## src/rtl/conv3_seq_ctrl_pkg.sv

```systemverilog
// Shared definitions for the 3-tap convolution sequencer.
//
// Contents:
//   seqState_t - controller state encoding (IDLE, LOAD, RUN, DRAIN, DONE)
//   calcNwin   - number of read windows in one frame (DEPTH-TAPS+1)
package conv3_seq_ctrl_pkg;

    typedef enum logic [2:0] {
        IDLE  = 3'd0,
        LOAD  = 3'd1,
        RUN   = 3'd2,
        DRAIN = 3'd3,
        DONE  = 3'd4
    } seqState_t;

    // A window of TAPS samples can start at DEPTH-TAPS+1 positions.
    function automatic int calcNwin(input int depth, input int taps);
        return depth - taps + 1;
    endfunction

    localparam int DEPTH_DEFAULT = 16;
    localparam int TAPS_DEFAULT  = 3;
    localparam int NWIN_DEFAULT  = calcNwin(DEPTH_DEFAULT, TAPS_DEFAULT);

endpackage

```

## src/rtl/conv3_seq_ctrl_valid_delay_line.sv

```systemverilog
// RD_LAT-stage shift register that delays the read strobe so that it lines
// up with the datapath result.
//
// Ports:
//   clk, rst_n - clock, asynchronous active-low reset
//   clear      - synchronous clear of every stage (abort)
//   validIn    - strobe entering the line
//   validOut   - strobe delayed by RD_LAT cycles
//   pending    - a strobe is still travelling through the non-final stages,
//                i.e. validOut will still pulse after this cycle
module conv3_seq_ctrl_valid_delay_line #(
    parameter int RD_LAT = 2
) (
    input  logic clk,
    input  logic rst_n,
    input  logic clear,
    input  logic validIn,
    output logic validOut,
    output logic pending
);

    logic [RD_LAT-1:0] stage;

    // NOTE: every stage is reset, not just the output, so a strobe caught in
    // flight by reset can never surface as a stale out_valid afterwards.
    always_ff @(posedge clk or negedge rst_n) begin
        if (!rst_n) begin
            stage <= '0;
        end else if (clear) begin
            stage <= '0;
        end else begin
            // NOTE: non-blocking assignments let every stage sample the old
            // value of its neighbour, which is what makes this a shift.
            stage[0] <= validIn;
            for (int i = 1; i < RD_LAT; i++) begin
                stage[i] <= stage[i-1];
            end
        end
    end

    assign validOut = stage[RD_LAT-1];

    always_comb begin
        pending = 1'b0;
        for (int i = 0; i < RD_LAT - 1; i++) begin
            pending = pending | stage[i];
        end
    end

endmodule

```

## src/rtl/conv3_seq_ctrl.sv

```systemverilog
// Sequencer for the 3-tap address-counter datapath. Fills the sample
// register file with one DEPTH-sample frame, then issues a contiguous burst
// of NWIN read strobes, flags the datapath result valid RD_LAT cycles later
// and reports busy/done to the host.
//
// The address counters themselves live in the datapath and are never reset
// here: a complete frame advances the write counter by DEPTH and the read
// counters by NWIN. After an abort their alignment is lost until rst_n.
//
// Ports:
//   clk, rst_n  - clock, asynchronous active-low reset
//   start_req   - host pulse, starts a frame (honoured only in IDLE)
//   abort       - synchronous abort back to IDLE from any state
//   data_valid  - input sample present this cycle
//   in_ready    - controller accepts samples (LOAD)
//   Start       - write-address advance strobe
//   WriteEn     - register-file write enable
//   ReadEn      - read-address advance strobe to all read counters
//   out_valid   - datapath result valid this cycle
//   busy        - any state other than IDLE
//   done        - one-cycle pulse at frame completion
module conv3_seq_ctrl
    import conv3_seq_ctrl_pkg::*;
#(
    parameter int DEPTH  = 16,
    parameter int TAPS   = 3,
    parameter int RD_LAT = 2,
    parameter int CNT_W  = $clog2(DEPTH) + 1
) (
    input  logic clk,
    input  logic rst_n,
    input  logic start_req,
    input  logic abort,
    input  logic data_valid,
    output logic in_ready,
    output logic Start,
    output logic WriteEn,
    output logic ReadEn,
    output logic out_valid,
    output logic busy,
    output logic done
);

    localparam int NWIN = calcNwin(DEPTH, TAPS);
    localparam logic [CNT_W-1:0] LAST_SAMPLE = CNT_W'(DEPTH - 1);
    localparam logic [CNT_W-1:0] LAST_WIN    = CNT_W'(NWIN - 1);

    seqState_t        state;
    seqState_t        nextState;
    logic [CNT_W-1:0] loadCnt;
    logic [CNT_W-1:0] winCnt;
    logic             pipePending;

    always_ff @(posedge clk or negedge rst_n) begin
        if (!rst_n) begin
            state <= IDLE;
        end else begin
            state <= nextState;
        end
    end

    // NOTE: every output and nextState get a default before the case, so no
    // path through this block leaves a variable unassigned (no latches).
    always_comb begin
        nextState = state;
        in_ready  = 1'b0;
        Start     = 1'b0;
        WriteEn   = 1'b0;
        ReadEn    = 1'b0;
        busy      = (state != IDLE);
        done      = 1'b0;

        case (state)
            IDLE: begin
                if (start_req) nextState = LOAD;
            end
            LOAD: begin
                in_ready = 1'b1;
                Start    = data_valid;
                WriteEn  = data_valid;
                if (data_valid && loadCnt == LAST_SAMPLE) nextState = RUN;
            end
            RUN: begin
                ReadEn = 1'b1;
                if (winCnt == LAST_WIN) nextState = DRAIN;
            end
            DRAIN: begin
                // Leave once the last strobe sits in the output stage; its
                // out_valid pulse coincides with this final DRAIN cycle.
                if (!pipePending) nextState = DONE;
            end
            DONE: begin
                done      = 1'b1;
                nextState = IDLE;
            end
            default: begin
                nextState = IDLE;
            end
        endcase

        // Abort overrides every transition and suppresses all strobes so the
        // datapath counters do not move in the abort cycle.
        if (abort) begin
            nextState = IDLE;
            Start     = 1'b0;
            WriteEn   = 1'b0;
            ReadEn    = 1'b0;
        end
    end

    always_ff @(posedge clk or negedge rst_n) begin
        if (!rst_n) begin
            loadCnt <= '0;
            winCnt  <= '0;
        end else if (abort) begin
            loadCnt <= '0;
            winCnt  <= '0;
        end else begin
            case (state)
                IDLE: begin
                    if (start_req) begin
                        loadCnt <= '0;
                        winCnt  <= '0;
                    end
                end
                LOAD: begin
                    if (data_valid) loadCnt <= loadCnt + 1'b1;
                end
                RUN: begin
                    winCnt <= winCnt + 1'b1;
                end
                default: begin
                end
            endcase
        end
    end

    conv3_seq_ctrl_valid_delay_line #(
        .RD_LAT (RD_LAT)
    ) u_validPipe (
        .clk      (clk),
        .rst_n    (rst_n),
        .clear    (abort),
        .validIn  (ReadEn),
        .validOut (out_valid),
        .pending  (pipePending)
    );

endmodule

```

## config.mk

```make
export PLATFORM = sky130hd
export DESIGN_NAME = conv3_seq_ctrl
export DESIGN_NICKNAME = d
export VERILOG_FILES = /design/src/rtl/conv3_seq_ctrl_pkg.sv /design/src/rtl/conv3_seq_ctrl_valid_delay_line.sv /design/src/rtl/conv3_seq_ctrl.sv
export SDC_FILE = /design/constraint.sdc
export NUM_CORES = 1
export LEC_CHECK = 0
export CORE_MARGIN = 2
export CORE_UTILIZATION = 55
export CTS_BUF_LIST = sky130_fd_sc_hd__clkbuf_8
export CTS_CLUSTER_SIZE = 14
export DETAILED_ROUTE_END_ITERATION = 8
export PLACE_DENSITY = 0.81
export SETUP_SLACK_MARGIN = 0.3
export SYNTH_ARGS = -nofsm -noshare
export SYNTH_HDL_FRONTEND = slang
export SYNTH_HIERARCHICAL = 1
export SYNTH_SLANG_ARGS = --single-unit
```

## constraint.sdc

```tcl
create_clock -name clk -period 1.8 [get_ports clk]
set_input_delay 0.18 -clock clk [delete_from_list [all_inputs] [get_ports clk]]
set_output_delay 0.18 -clock clk [all_outputs]
set_load 0.005 [all_outputs]
```

==> impl_metrics.yaml <==
drt:
  ant_nets: 0
  vias_per_cell: 5.68
  drt_wl_total_mm: 1.97
  route.detailed.drc: 0
  dr.pass1.iters: 4
  num_vias: 738
  drtIter0Drc: 15
  wl_per_cell_um: 15.2
floorplanning:
  io_pins: 12
  coreArea_um2: 1520
  die_area_um2: 1970
  die_width_um: 44.4
  fp.dieH_um: 44.4
  start_util_pct: 58.9
  num_rows: 14
global_routing:
  overflow: 0
  grt_max_degree: 16
  antenna_found_initial: 0
  grt_pass1_wl_mm: 3.24
  grt_pass1_vias: 726
  track_usage_pct: 23.2
placed_design:
  gp_routability_congestion: 0.789
  hpwlAfterDp_mm: 1.28
  io_buffers: 11
  dpl_worst_slack_ns: -0.0461
final_layout:
  diodes: 0
  fin_nets: 124
  area_growth_pct: 35.2
  final_cell_mix: "15 x buf_4, 14 x dfrtp_1, 8 x nand3_1, 7 x nand2_1, 5 x clkdlybuf4s50_1"
  layout.cells.most_common: "buf_4"
  layout-drive-gt1-share_pct: 36.0
clocking:
  clk_pin_slew_ns: 0.06
  hold_buffers: 0
  cts_made_buffers: 3
  cts_sinks: 15
  cts-root-buf: "clkbuf_8"
  htree_levels: 1
  cts_tree: "done"
  worstSkewPairLatency_ns: 0.25
  clockBufferDepth: 2
synth:
  syn_inst: 85
  synth_edf_count: 0
  ys_async_sr_fraction_pct: 100
  yosys.cell_types.count: 35
  syn_nets: 94
  synth-seq-cells: 15
  synth_ff_type: "dfrtp_1"
  seq_area_frac_synth_pct: 41.8
  netlist_area_um2: 898
  syn_avg_cell_area_um2: 10.6
  synth_warnings: 6
pwr:
  p_per_area_nw_per_um2: 649
  cellLeakagePower_nw: 0.585
  vdd_drop_max_mv: 0.657
sta:
  grt_setup_unrepaired: "yes"
  finalCritPeriodShare_pct: 90.8
  setup_viol: 0
  slew_viol_final: 0
  hold_viol_final: 0
  max_slew.worst_pin.slew_ns: 0.355
  timing.final.ws_setup_ns: 0.165
  max_freq_mhz: 612
  fin_hold_ws_ns: 0.247
  slew_headroom_pct: 76.3
  period_minus_slack_ns: 1.63
  skew_ns: 0.00464
setup_path:
  critical_path_arrival_ns: 1.75
  critical_path.max_fanout: 2
  cp-start-kind: "flip-flop"
  end_kind: "flip-flop"
  worstPathRequired_ns: 1.92
  path_class: "flip-flop to flip-flop"
flow_run:
  cap_violations: 0
run_status:
  status: "finished, final reports clean"
worst_hold_path:
  hold_class: "primary input to asynchronous set/reset pin"
where the power goes:
| group | switching, mW | internal (mW) |
|---|---|---|
| clock network | 0.118 | 0.151 |
| logic | 0.0789 | 0.0841 |
| registers | 0.00919 | 0.346 |
logic make-up after synthesis:
family / after synthesis / share of synthesized area (%)
xor gates and xnor gates: 1 / 0.975
muxes: 2 / 2.37
DFF: 15 / 41.8
adders and majority gates: 4 / 5.57
buffers and inverters: 9 / 7.10
and+or+nand+nor: 39 / 28.3
AOI/OAI and AO/OA: 15 / 13.9
worst max-delay path, cell delays in order (launching register included):
cell	delay (ns)
dfrtp_1	0.38
ha_2	0.19
and3_4	0.19
ha_4	0.16
a2111oi_4	0.38
o21ai_1	0.13
o41ai_1	0.08
synthesized netlist by cell type (2+ instances only):
| master | count | area share [%] |
|---|---|---|
| dfrtp_1 | 15 | 42 |
| nand3_1 | 8 | 4.5 |
| nand2_1 | 7 | 2.9 |
| ha_1 | 4 | 5.6 |
| inv_1 | 4 | 1.7 |
| a22o_1 | 3 | 2.9 |
| buf_6 | 3 | 3.8 |
| nand2b_1 | 3 | 2.1 |
| nor2_1 | 3 | 1.3 |
| nor2b_1 | 3 | 2.1 |
| o21ai_0 | 3 | 1.7 |
| buf_4 | 2 | 1.7 |
| nor3_1 | 2 | 1.1 |
| nor3b_1 | 2 | 1.7 |
| o21ai_1 | 2 | 1.1 |
| or4_1 | 2 | 1.7 |
worst paths after layout:
| check | start | endpoint | slack, ns | cells after the start |
|---|---|---|---|---|
| setup reg to reg | loadCnt[0] | state[0] | 0.17 | 6 |
| min in group clk | loadCnt[4] | loadCnt[4] | 0.50 | 1 |
| hold / removal | rst_n | winCnt[4] | 0.25 | 2 |
| setup / recovery | loadCnt[0] | state[0] | 0.17 | 6 |
| hold reg to reg | loadCnt[4] | loadCnt[4] | 0.50 | 1 |
| max in group asynchronous | rst_n | state[1] | 1.37 | 2 |
through the flow:
step / power (mW) / utilization [%] / setup TNS [ns] / area [um2] / instances
after floorplan: 0.440 / - / 0 / 903 / 85
after global placement: 0.491 / 69.0 / -0.0268 / 1050 / 116
after detailed placement: 0.496 / 69.0 / -0.0461 / 1050 / 116
after CTS: 0.774 / 75.3 / 0 / 1150 / 127
after global routing: 0.821 / 79.7 / 0 / 1210 / 130
final: 0.788 / 79.7 / 0 / 1210 / 130
per-layer routing:
| metal | share of wire, % | GRT usage (%) |
|---|---|---|
| met1 | 48 | 31.5 |
| met2 | 44 | 33.8 |
| met3 | 4.8 | 6.12 |
| met4 | 3.1 | 12.7 |
| met5 | 0 | 0 |
registers in the layout, summed over array words and instances (netlist names):
register and flops:
winCnt 5, loadCnt 5, state 3, u_validPipe/stage 2
cell type report:
cell class | instances | area [um2]
Multi-Input combinational cell | 61 | 505
Sequential cell | 15 | 377
Fill cell | 97 | 309
Timing Repair Buffer | 30 | 253
Clock buffer | 3 | 41.3
Tap cell | 16 | 20.0
Inverter | 4 | 15.0
Clock inverter | 1 | 3.75
repair_timing:
item / CTS / global route
pin swaps: 4 / 7
setup buffers: 7 / 3
gates resized for setup: 17 / 11
endpoints found under the setup margin: 8 / 13
hold endpoints to repair: 0 / 0
(Power assumes the default switching activity.)
